<file path="config.mk">
export PLATFORM = sky130hd
export DESIGN_NAME = mem_arbiter
export DESIGN_NICKNAME = d
export VERILOG_FILES = /design/src/rtl/mem_arbiter_pkg.sv /design/src/rtl/rr_pick2.sv /design/src/rtl/mem_arbiter.sv
export SDC_FILE = /design/constraint.sdc
export NUM_CORES = 1
export LEC_CHECK = 0
export ABC_AREA = 1
export CORE_AREA = 2 2 332 334
export DETAILED_ROUTE_END_ITERATION = 8
export DIE_AREA = 0 0 334 336
export DONT_BUFFER_PORTS = 1
export GPL_TIMING_DRIVEN = 0
export PLACE_DENSITY = 0.3
export SYNTH_ARGS = -nofsm -noshare
export SYNTH_HDL_FRONTEND = slang
export SYNTH_SLANG_ARGS = --single-unit
</file>
<file path="constraint.sdc">
create_clock -name clk -period 4.22 [get_ports clk]
set_input_delay 0.844 -clock clk [delete_from_list [all_inputs] [get_ports clk]]
set_output_delay 0.844 -clock clk [all_outputs]
set_load 0.03 [all_outputs]
</file>
<file path="src/rtl/mem_arbiter_pkg.sv">
// Shared encodings and width defaults for the two-client memory arbiter.
package mem_arbiter_pkg;

    localparam int unsigned ADDR_W_DEF = 28;
    localparam int unsigned LINE_W_DEF = 128;

    typedef enum logic [1:0] {
        IDLE    = 2'd0,
        GRANT_I = 2'd1,
        GRANT_D = 2'd2
    } arb_state_e;

    typedef enum logic {
        CLIENT_I = 1'b0,
        CLIENT_D = 1'b1
    } client_e;

endpackage

</file>
<file path="src/rtl/rr_pick2.sv">
// Two-way round-robin next-grant selection; pick is only meaningful when a request is present.
module rr_pick2
    import mem_arbiter_pkg::*;
(
    input  logic    req_i,
    input  logic    req_d,
    input  client_e last_grant,
    output client_e pick
);

    always_comb begin
        pick = CLIENT_I;
        if (req_i && req_d) begin
            pick = (last_grant == CLIENT_I) ? CLIENT_D : CLIENT_I;
        end else if (req_d) begin
            pick = CLIENT_D;
        end
    end

endmodule

</file>
<file path="src/rtl/mem_arbiter.sv">
// Arbitrates instruction- and data-cache line requests onto one shared memory port.
module mem_arbiter
    import mem_arbiter_pkg::*;
#(
    parameter int unsigned ADDR_W = ADDR_W_DEF,
    parameter int unsigned LINE_W = LINE_W_DEF
) (
    input  logic              clk,
    input  logic              proc_reset,

    input  logic              i_read,
    input  logic              i_write,
    input  logic [ADDR_W-1:0] i_addr,
    input  logic [LINE_W-1:0] i_wdata,
    output logic [LINE_W-1:0] i_rdata,
    output logic              i_ready,

    input  logic              d_read,
    input  logic              d_write,
    input  logic [ADDR_W-1:0] d_addr,
    input  logic [LINE_W-1:0] d_wdata,
    output logic [LINE_W-1:0] d_rdata,
    output logic              d_ready,

    output logic              mem_read,
    output logic              mem_write,
    output logic [ADDR_W-1:0] mem_addr,
    output logic [LINE_W-1:0] mem_wdata,
    input  logic [LINE_W-1:0] mem_rdata,
    input  logic              mem_ready
);

    arb_state_e state_q, state_d;
    client_e    last_grant_q, last_grant_d;
    client_e    pick;
    logic       i_req, d_req;

    assign i_req   = i_read | i_write;
    assign d_req   = d_read | d_write;
    assign i_rdata = mem_rdata;
    assign d_rdata = mem_rdata;

    rr_pick2 u_pick (
        .req_i      (i_req),
        .req_d      (d_req),
        .last_grant (last_grant_q),
        .pick       (pick)
    );

    always_ff @(posedge clk) begin
        if (proc_reset) begin
            state_q      <= IDLE;
            last_grant_q <= CLIENT_D;
        end else begin
            state_q      <= state_d;
            last_grant_q <= last_grant_d;
        end
    end

    // Ready is masked during reset so an abandoned transaction never completes.
    always_comb begin
        state_d      = state_q;
        last_grant_d = last_grant_q;
        mem_read     = 1'b0;
        mem_write    = 1'b0;
        mem_addr     = '0;
        mem_wdata    = '0;
        i_ready      = 1'b0;
        d_ready      = 1'b0;
        unique case (state_q)
            IDLE: begin
                if (i_req || d_req) begin
                    state_d      = (pick == CLIENT_I) ? GRANT_I : GRANT_D;
                    last_grant_d = pick;
                end
            end
            GRANT_I: begin
                mem_addr  = i_addr;
                mem_wdata = i_wdata;
                mem_write = i_write;
                mem_read  = i_read & ~i_write;
                if (!i_req) begin
                    state_d = IDLE;
                end else begin
                    i_ready = mem_ready & ~proc_reset;
                    if (mem_ready) state_d = IDLE;
                end
            end
            GRANT_D: begin
                mem_addr  = d_addr;
                mem_wdata = d_wdata;
                mem_write = d_write;
                mem_read  = d_read & ~d_write;
                if (!d_req) begin
                    state_d = IDLE;
                end else begin
                    d_ready = mem_ready & ~proc_reset;
                    if (mem_ready) state_d = IDLE;
                end
            end
            default: state_d = IDLE;
        endcase
    end

endmodule

</file>
======== Word level (Yosys, flattened, before mapping) ========
Index checks and enable logic that the tools add are counted.
storage, ports and cells
  register bits ........................... 3
  bits of input ports ..................... 447
  output and inout port bits .............. 416
  logic and storage cells ................. 34
cells by class
  equality and inequality tests ........... 3
  mux-type cells .......................... 17
  bitwise logic cells ..................... 8
  reduce and logical (&&, ||, !) cells .... 4
operators with widths
  operator                                              number
  one-hot mux 128 bit (2 select lines)                  1
  one-hot mux 28 bit (2 select lines)                   1
  two-way mux 2 bit                                     5
  two-way mux 1 bit                                     7
  one-hot mux 2 bit (3 select lines)                    1
  one-hot mux 1 bit (2 select lines)                    2
  bitwise AND 1 bit                                     3
  inverter 1 bit                                        3
  equality test 2 x 1 -> 1 bit (second input constant)  1
  equality test 2 bit (second input constant)           1
  logical NOT 2 bit                                     1
  != test 2 bit (second input constant)                 1
  OR 1 bit                                              2
  AND reduction 2 bit                                   1
  logical AND 1 bit                                     1
  logical OR 1 bit                                      1

======== Longest topological paths before layout ========
Gate-level depths: netlist (run 1).
  depth in word-level cells ............... 6
  gate-level depth with buffers ........... 9
  gate-level depth less buffers ........... 8

======== Modules after synthesis ========
A second synthesis (run 1) with hierarchy kept.
second synthesis, totals
  cell total of the unflattened synthesis .. 835
  area, all modules ....................... 4566.9 µm²
by module, submodules not included
  module       times used  cells an instance  area each (µm²)  seq. area each (µm²)
  mem_arbiter  1           833                4554.4           60.1
  rr_pick2     1           2                  12.5             0.0

======== Least setup slack after synthesis (run 1) ========
OpenSTA, ideal clock, no wires.
  kind .................................... flip-flop to output port
  start point ............................. register state_q[0]
  end point ............................... output port mem_wdata[100]
  arrival time ............................ 1607 ps
  data required time ...................... 3376 ps
  slack ................................... 1769 ps
  stages on the path, launching flop included .. 7
  buffers on the path ..................... 2
  cell sequence ........................... dfxtp_1 -> inv_1 -> ha_1 -> inv_2 -> buf_2 -> clkbuf_1 -> a21oi_1
on the way
  longest elaborated chain between the ends .. 2
  elaborated cells on any way between the ends .. 3
  those cells by class .................... eq/ne (2); mux (1)
ends and longest elaborated chain
  element                                                                     line               text
  start: declaration                                                          mem_arbiter.sv:33  arb_state_e state_q, state_d;
  start signal: assignment                                                    mem_arbiter.sv:55  state_q <= state_d;
  equality test 2 bit / equality test 2 x 1 -> 1 bit (equally long branches)  mem_arbiter.sv:70  unique case (state_q)
  one-hot mux 128 bit (2 select lines) (*)                                    mem_arbiter.sv:70
  end: declaration                                                            mem_arbiter.sv:28  output logic [LINE_W-1:0] mem_wdata,
Every way passes the cells marked *; elsewhere a longest branch is shown, timed or not.

======== Final worst setup path (run 1) ========
  start point ............................. register state_q[1]
  end point ............................... output port mem_wdata[99]
Same word-level chain as after synthesis.

==> results_tabular.tex, run 1 <==
\begin{tabular}{lr}
\hline
Metric & Value \\
\hline
\multicolumn{2}{l}{\textbf{Outcome}} \\
Run status & finished, final reports clean \\
\multicolumn{2}{l}{\textbf{Layout}} \\
Total non-filler cell area in the finished layout & 6560 um\^{}2 \\
Final non-filler cell total & between 2,000 and 2,500 \\
Core utilization of the finished layout & under 10\% \\
Most common library cell in the layout ignoring fill and taps & sky130\_fd\_sc\_hd\_\_nand2\_1 \\
Relative area change from synthesis to final layout & 42.8\% \\
Fraction of final layout cells sized beyond drive strength 1 & roughly two fifths \\
Most frequent cells in the layout & sky130\_fd\_sc\_hd\_\_nand2\_1, sky130\_fd\_sc\_hd\_\_buf\_4, sky130\_fd\_sc\_hd\_\_a21oi\_1 \\
Total number of nets in the final design & about 1,300 \\
\multicolumn{2}{l}{\textbf{STA}} \\
Min Clock Period, post-route & $\sim$4.1 ns \\
Achievable frequency & 242 MHz \\
Final setup violation count & 0 \\
Worst-Margin Slew & roughly 1.4 ns \\
Final-layout setup total negative slack & 0 ns \\
Remaining max-slew budget at the tightest pin & 7.52\% \\
Count of final max-slew check failures & 0 \\
Unrepaired setup endpoints after global routing & yes \\
Layout Skew & a little under 0.0005 ns \\
Post-route fraction of the period consumed by the critical path & a little over nine tenths \\
Final-report hold violation count & 0 \\
\multicolumn{2}{l}{\textbf{Logic synthesis}} \\
Area share of xor/xnor cells in the synthesized design & 0\% \\
Post-Syn Area per Cell & approximately 5.5 um\^{}2 \\
Summed instance area of the synthesized netlist & roughly 4600 um\^{}2 \\
Leading area contributor after synthesis & sky130\_fd\_sc\_hd\_\_buf\_4 \\
Share of the synthesized area in the top cell type & between 40\% and 50\% \\
Dominant combinational cell family by area after synthesis & buffers and inverters \\
Yosys synthesis warning count & 0 \\
Share of cell area taken by muxes after synthesis & 0\% \\
Mapped Cells & about 830 \\
Post-synthesis cell type count & 17 \\
Syn Nets & 1,284 \\
Post-synthesis share of cell area spent on and, or, nand and nor gates & between 20\% and 30\% \\
Synth Area in Adders & under 10\% \\
Synth area leaders & sky130\_fd\_sc\_hd\_\_buf\_4, sky130\_fd\_sc\_hd\_\_nand2\_1, sky130\_fd\_sc\_hd\_\_a21oi\_1 \\
Synth Area in Compound Gates & between 10\% and 20\% \\
Part of the Yosys area used for sequential elements & around 1.3\% \\
Number of storage elements in the synthesis netlist & 3 \\
\multicolumn{2}{l}{\textbf{Power and ir drop}} \\
Cell area power density & roughly 300 nW/um\^{}2 \\
Combinational fraction of design power & between 90\% and 100\% \\
Leakage power & 2.09 nW \\
Relative contribution of sequential cells to total power & approximately 2.0\% \\
Worst supply voltage drop on vdd & between 0.1 and 0.15 mV \\
Switching Power & $\sim$1.5 mW \\
Share of total power consumed by net switching & 73.6\% \\
Internal portion of total power & roughly 520 uW \\
Clock power frac & under 10\% \\
Total design power & 1.98 mW \\
\multicolumn{2}{l}{\textbf{Min path}} \\
Classification of the worst-slack hold path & flop to flop \\
Start point of the worst hold path & last\_grant\_q\$\_SDFFE\_PP1P\_ \\
Hold Path Cell Cnt & 2 \\
Endpoint of the worst hold-timing path & last\_grant\_q\$\_SDFFE\_PP1P\_ \\
\multicolumn{2}{l}{\textbf{CTS}} \\
TritonCTS clock tree & done \\
CTS clock-pin slew for the worst setup and hold paths & $\sim$0.030 ns \\
Cts bufs inserted & 3 \\
Total number of H-tree levels & 1 \\
Library cell used as clock root buffer & sky130\_fd\_sc\_hd\_\_clkbuf\_16 \\
Quantity of gates resized following cts & 0 \\
Number of buffers added for setup after CTS & 0 \\
Maximum root-to-sink buffer count & 2 \\
Sinks on the clock net & 3 \\
Skew-Pair Late Insertion Delay & between 0.2 and 0.25 ns \\
Post-CTS Hold Buffers & 0 \\
\multicolumn{2}{l}{\textbf{Floorplan}} \\
Chip Height & between 300 and 400 um \\
Die Span X & 334 um \\
I/O pin cnt & between 800 and 900 \\
Die footprint & around 110,000 um\^{}2 \\
Core region area & approximately 110,000 um\^{}2 \\
Starting Density & around 4.2\% \\
Cell Rows & $\sim$120 \\
\multicolumn{2}{l}{\textbf{Critical path}} \\
Crit Path Category & flop to output pin \\
Ordered list of cells on the worst path & inv\_1, ha\_1, inv\_2, buf\_2, clkbuf\_1, a21oi\_1 \\
Slack of the worst reg-to-reg path & 2.78 ns \\
Reg-to-Reg End & state\_q[1]\$\_SDFFE\_PP0P\_ \\
Slowest cell on crit path & sky130\_fd\_sc\_hd\_\_clkbuf\_1 \\
Critical path fanouts, max & 10 \\
Worst-case reg-to-reg path depth & 9 \\
Launching element type of the critical path & flop \\
Max stage delay on crit path & between 1 and 1.5 ns \\
Crit. End Element & output pin \\
Required time worst endpoint & around 3.4 ns \\
Critical path data arrival time & around 3.3 ns \\
Startpoint of the worst register-to-register path & state\_q[1]\$\_SDFFE\_PP0P\_ \\
\multicolumn{2}{l}{\textbf{GRT}} \\
Wire length of the first global-routing pass & $\sim$60,000 um \\
Number of global-route vias before repair & 5,136 \\
Global-route congestion overflow total & 0 \\
Maximum number of pins on one net before global-route repair & 11 \\
Initial antenna violation count & 15 \\
Overall Global Routing Usage & under 10\% \\
\multicolumn{2}{l}{\textbf{Flow run}} \\
Max-cap violations & 0 \\
\multicolumn{2}{l}{\textbf{Routing}} \\
Via count normalized by instance count & between 2 and 2.5 \\
Final WL & about 53,000 um \\
Number of vias after detailed routing & between 5,000 and 6,000 \\
First DRT Iteration DRCs & between 200 and 300 \\
Number of nets with antenna violations after routing & 0 \\
WL/cell & roughly 23 um \\
Number of detailed-route iterations in the first pass & 4 \\
Number of remaining DRC errors & 0 \\
\multicolumn{2}{l}{\textbf{Place}} \\
Number of I/O port buffers & 0 \\
Placed wire-length estimate after detailed placement & 49,800 um \\
Inst Count DP & 2,247 \\
Post-place instance area & roughly 6400 um\^{}2 \\
Routability congestion estimate & $\sim$0.91 \\
\hline
\end{tabular}
==> power by group through the flow <==
stage | registers (mW) | logic, mW | clock network [mW]
floorplan | 0.0377 | 1.25 | 0
global placement | 0.0399 | 1.83 | 0
detailed placement | 0.0393 | 1.85 | 0
CTS | 0.0390 | 1.85 | 0.151
global route | 0.0398 | 1.91 | 0.154
finish | 0.0387 | 1.79 | 0.150
==> metrics by stage <==
stage / setup WS [ns] / hold slack [ns]
floorplan: 1.77 / 0.422
global placement: 0.00304 / 0.457
detailed placement: 0.306 / 0.456
CTS: 0.0731 / 0.462
global route: -0.0665 / 0.498
finish: 0.0860 / 0.457
==> how the worst max path moves through the flow <==
stage | start | to | slack [ns] | depth (start not counted)
final | state_q[1]$_SDFFE_PP0P_ | mem_wdata[99] | 0.09 | 6
after CTS | state_q[1]$_SDFFE_PP0P_ | mem_wdata[99] | 0.07 | 6
after global placement | state_q[1]$_SDFFE_PP0P_ | mem_wdata[32] | 0.003 | 6
after floorplan | state_q[0]$_SDFFE_PP0P_ | mem_wdata[100] | 1.77 | 6
after global routing | state_q[1]$_SDFFE_PP0P_ | mem_wdata[99] | -0.07 | 6
after detailed placement | state_q[1]$_SDFFE_PP0P_ | mem_wdata[99] | 0.31 | 6
==> logic make-up after synthesis <==
family,after synthesis
compound gates,164
buf+inv,317
fa+ha+maj,5
simple gates,343
flops,3
==> worst max-delay path, delay by kind of cell, from the launching register on <==
family,cells,cell delay (ns)
AO/OA/AOI/OAI,1,0.58
adder cells (fa/ha/maj),1,0.29
buffers and inverters,4,1.75
flip-flops,1,0.41
==> state kept, by name (all words and copies together) (netlist names) <==
name	flops
state_q	2
last_grant_q	1
==> Yosys cell counts <==
cell type and n:
sky130_fd_sc_hd__buf_4 261, sky130_fd_sc_hd__nand3_1 3, sky130_fd_sc_hd__a21oi_1 150, sky130_fd_sc_hd__buf_6 12, sky130_fd_sc_hd__dfxtp_1 3, sky130_fd_sc_hd__buf_2 25, sky130_fd_sc_hd__nor2_1 7, sky130_fd_sc_hd__o21ai_1 1
sky130_fd_sc_hd__inv_1 8, sky130_fd_sc_hd__a21oi_2 10, sky130_fd_sc_hd__clkbuf_1 10, sky130_fd_sc_hd__nand2_2 10, sky130_fd_sc_hd__nand3b_1 1, sky130_fd_sc_hd__inv_2 1, sky130_fd_sc_hd__ha_1 5, sky130_fd_sc_hd__o21ai_0 3
sky130_fd_sc_hd__nand2_1 322
==> layout make-up <==
class                           instances  area [um^2]
Fill cell                           12927       102000
Tap cell                             1414         1770
Clock buffer                            4         78.8
Multi-Input combinational cell        512         2320
Sequential cell                         3         60.1
Antenna cell                           12         30.0
Buffer                                308         2260
Timing Repair Buffer                    1         11.3
Inverter                                9         33.8
==> per-layer routing <==
metal / vias to the layer above / wire length [um] / global-route usage (%)
li1: 2382 / - / -
met1: 2504 / 24300 / 11.9
met5: - / 13 / 0
met4: 2 / 1460 / 2.17
met3: 56 / 3800 / 1.89
met2: 459 / 23700 / 13.5
No activity file was read; power rests on OpenSTA's default activity.
==> inputs of run 2 (changes only) <==
--- a/config.mk
+++ b/config.mk
@@ -12,6 +12,7 @@
 export DONT_BUFFER_PORTS = 1
 export GPL_TIMING_DRIVEN = 0
 export PLACE_DENSITY = 0.3
+export SLEW_MARGIN = 20
 export SYNTH_ARGS = -nofsm -noshare
 export SYNTH_HDL_FRONTEND = slang
 export SYNTH_SLANG_ARGS = --single-unit
==> constraint.sdc (replaced) <==
create_clock -name clk -period 4.8 [get_ports clk]
set_input_delay 0.96 -clock clk [delete_from_list [all_inputs] [get_ports clk]]
set_output_delay 0.96 -clock clk [all_outputs]
set_load 0.03 [all_outputs]
==> run 2 against run 1 <==
Effect of this change:
- worst hold slack hardly changed
- via count is essentially flat
- non-clock buffer count decreased by 1
- highest routed layer unchanged
- critical endpoint is now mem_wdata[33]
- die area did not move
- combinational power fell by 11%
- global-route usage about the same
- setup slack better by 0.76 ns
- first-iteration DRC count fell by 24%
==> results_tabular.tex, run 2 (same netlist as run 1, synthesis figures left out) <==
\begin{tabular}{lr}
\hline
Metric & Value \\
\hline
\multicolumn{2}{l}{\textbf{Min path}} \\
Start point of the worst hold path & last\_grant\_q\$\_SDFFE\_PP1P\_ \\
Hold Path Cell Cnt & 2 \\
Endpoint of the worst hold-timing path & last\_grant\_q\$\_SDFFE\_PP1P\_ \\
Classification of the worst-slack hold path & flop to flop \\
\multicolumn{2}{l}{\textbf{Routing}} \\
Met2 Routed Length & between 20,000 and 25,000 um \\
Number of vias after detailed routing & about 5,400 \\
Number of detailed-route iterations in the first pass & 4 \\
Detailed route wirelength on metal3 & 4260 um \\
Length of routed wiring on met1 & approximately 24,000 um \\
Final WL & 53,300 um \\
Via count normalized by instance count & 2.39 \\
Number of nets with antenna violations after routing & 0 \\
Number of remaining DRC errors & 0 \\
Top routing layer in use & met5 \\
WL/cell & 23.6 um \\
First DRT Iteration DRCs & 200 \\
\multicolumn{2}{l}{\textbf{Place}} \\
Number of I/O port buffers & 0 \\
Placed wire-length estimate after detailed placement & between 40,000 and 50,000 um \\
Setup WS pre-CTS & $\sim$1.1 ns \\
Routability congestion estimate & approximately 0.9 \\
\multicolumn{2}{l}{\textbf{STA}} \\
Fin worst setup slack & about 0.85 ns \\
Final-report hold violation count & 0 \\
Final-layout setup total negative slack & 0 ns \\
Final-layout worst hold slack & roughly 0.46 ns \\
Final setup violation count & 0 \\
Layout Skew & approximately 0.0008 ns \\
Achievable frequency & roughly 250 MHz \\
Count of final max-slew check failures & 0 \\
Unrepaired setup endpoints after global routing & no \\
Post-route fraction of the period consumed by the critical path & approximately 80\% \\
Worst-Margin Slew & 1.37 ns \\
Remaining max-slew budget at the tightest pin & $\sim$9\% \\
Min Clock Period, post-route & slightly below 4 ns \\
\multicolumn{2}{l}{\textbf{CTS}} \\
Quantity of gates resized following cts & 0 \\
Total number of H-tree levels & 1 \\
Skew-Pair Late Insertion Delay & approximately 0.22 ns \\
Library cell used as clock root buffer & sky130\_fd\_sc\_hd\_\_clkbuf\_16 \\
CTS clock-pin slew for the worst setup and hold paths & around 0.03 ns \\
Sinks on the clock net & 3 \\
Maximum root-to-sink buffer count & 2 \\
TritonCTS clock tree & done \\
Cts bufs inserted & 3 \\
Number of buffers added for setup after CTS & 0 \\
Post-CTS Hold Buffers & 0 \\
\multicolumn{2}{l}{\textbf{GRT}} \\
Global-route congestion overflow total & 0 \\
Initial antenna violation count & 13 \\
Wire length of the first global-routing pass & roughly 60,000 um \\
Maximum number of pins on one net before global-route repair & 11 \\
Number of global-route vias before repair & roughly 5,100 \\
Overall Global Routing Usage & under 10\% \\
\multicolumn{2}{l}{\textbf{Critical path}} \\
Critical path data arrival time & around 3 ns \\
Required time worst endpoint & 3.84 ns \\
Launching element type of the critical path & flop \\
Startpoint of the worst register-to-register path & state\_q[1]\$\_SDFFE\_PP0P\_ \\
Crit Path Category & flop to output pin \\
Reg-to-Reg End & state\_q[1]\$\_SDFFE\_PP0P\_ \\
Worst-case reg-to-reg path depth & 9 \\
Slack of the worst reg-to-reg path & $\sim$3.4 ns \\
Crit. End Element & output pin \\
Critical path fanouts, max & 10 \\
\multicolumn{2}{l}{\textbf{Power and ir drop}} \\
Combinational fraction of design power & 90.6\% \\
Internal portion of total power & about 470 uW \\
Relative contribution of sequential cells to total power & about 1.9\% \\
Worst supply voltage drop on vdd & around 0.15 mV \\
Switching Power & 1.30 mW \\
Cell area power density & $\sim$260 nW/um\^{}2 \\
Leakage power & between 2 and 2.5 nW \\
Share of total power consumed by net switching & approximately 74\% \\
Clock power frac & $\sim$7.5\% \\
\multicolumn{2}{l}{\textbf{Floorplan}} \\
Starting Density & $\sim$4.2\% \\
Die footprint & around 110,000 um\^{}2 \\
Core region area & approximately 110,000 um\^{}2 \\
Chip Height & around 340 um \\
I/O pin cnt & between 800 and 900 \\
Die Span X & 334 um \\
Cell Rows & 121 \\
\multicolumn{2}{l}{\textbf{Layout}} \\
Core utilization of the finished layout & $\sim$6\% \\
Number of filler cells placed in the layout & between 10,000 and 15,000 \\
Most common library cell in the layout ignoring fill and taps & sky130\_fd\_sc\_hd\_\_nand2\_1 \\
Multi-input gate area & around 2400 um\^{}2 \\
Relative area change from synthesis to final layout & 45.4\% \\
Total number of nets in the final design & between 1,000 and 1,500 \\
Most frequent cells in the layout & sky130\_fd\_sc\_hd\_\_nand2\_1, sky130\_fd\_sc\_hd\_\_buf\_4, sky130\_fd\_sc\_hd\_\_a21oi\_1 \\
Sequential cell area & roughly 60 um\^{}2 \\
Fraction of final layout cells sized beyond drive strength 1 & between 40\% and 50\% \\
Register bank with the most flops & state\_q \\
Number of flip-flops in the largest register & 2 \\
Biggest registers after layout & state\_q: 2 flops, last\_grant\_q: 1 flops \\
\multicolumn{2}{l}{\textbf{Outcome}} \\
Run status & finished, final reports clean \\
\multicolumn{2}{l}{\textbf{Flow run}} \\
Max-cap violations & 0 \\
\hline
\end{tabular}
[run 2: cell count changes in the layout (fill, tap and decap cells not counted), sizes merged]
cell	before	now
buf	299	298
[run 2: worst max-delay path by stage]
stage	startpoint	end	cells past startpoint
floorplan	state_q[0]$_SDFFE_PP0P_	mem_wdata[100]	6
global placement	state_q[1]$_SDFFE_PP0P_	mem_wdata[32]	6
detailed placement	state_q[1]$_SDFFE_PP0P_	mem_wdata[99]	6
CTS	state_q[1]$_SDFFE_PP0P_	mem_wdata[99]	6
global route	state_q[1]$_SDFFE_PP0P_	mem_wdata[104]	6
finish	state_q[1]$_SDFFE_PP0P_	mem_wdata[33]	6
[run 2: power by group through the flow]
stage	sequential (mW)	combinational, mW	clock (mW)
after global routing	0.0352	1.71	0.137
after global placement	0.0351	1.61	0
after floorplan	0.0331	1.10	0
after CTS	0.0345	1.66	0.134
after detailed placement	0.0347	1.66	0
final	0.0344	1.60	0.132
[run 2: through the flow]
stage	instances	area (um^2)	power [mW]
after floorplan	832	4590	1.13
after global placement	2246	6360	1.65
after detailed placement	2246	6570	1.69
after CTS	2250	6640	1.83
after global routing	2256	6660	1.88
final	2262	6680	1.77
[run 2: cell type report]
type / instances / share of cell area, %
Antenna cell: 12 / 0.450
Buffer: 308 / 33.8
Clock buffer: 4 / 1.18
Inverter: 9 / 0.506
Multi-Input combinational cell: 512 / 36.6
Sequential cell: 3 / 0.899
Tap cell: 1414 / 26.5
[run 2: critical path: stages (launching register included)]
cell and delay, ns:
sky130_fd_sc_hd__dfxtp_1 0.42, sky130_fd_sc_hd__inv_1 0.11, sky130_fd_sc_hd__ha_1 0.30, sky130_fd_sc_hd__inv_2 0.06, sky130_fd_sc_hd__buf_2 0.30, sky130_fd_sc_hd__clkbuf_1 0.41
sky130_fd_sc_hd__a21oi_1 1.15
[run 2: routing by layer]
layer / GRT usage [%] / up-vias
met5: 0 / -
met2: 13.5 / 469
met4: 2.47 / 2
met3: 2.39 / 56
li1: - / 2380
met1: 11.6 / 2493
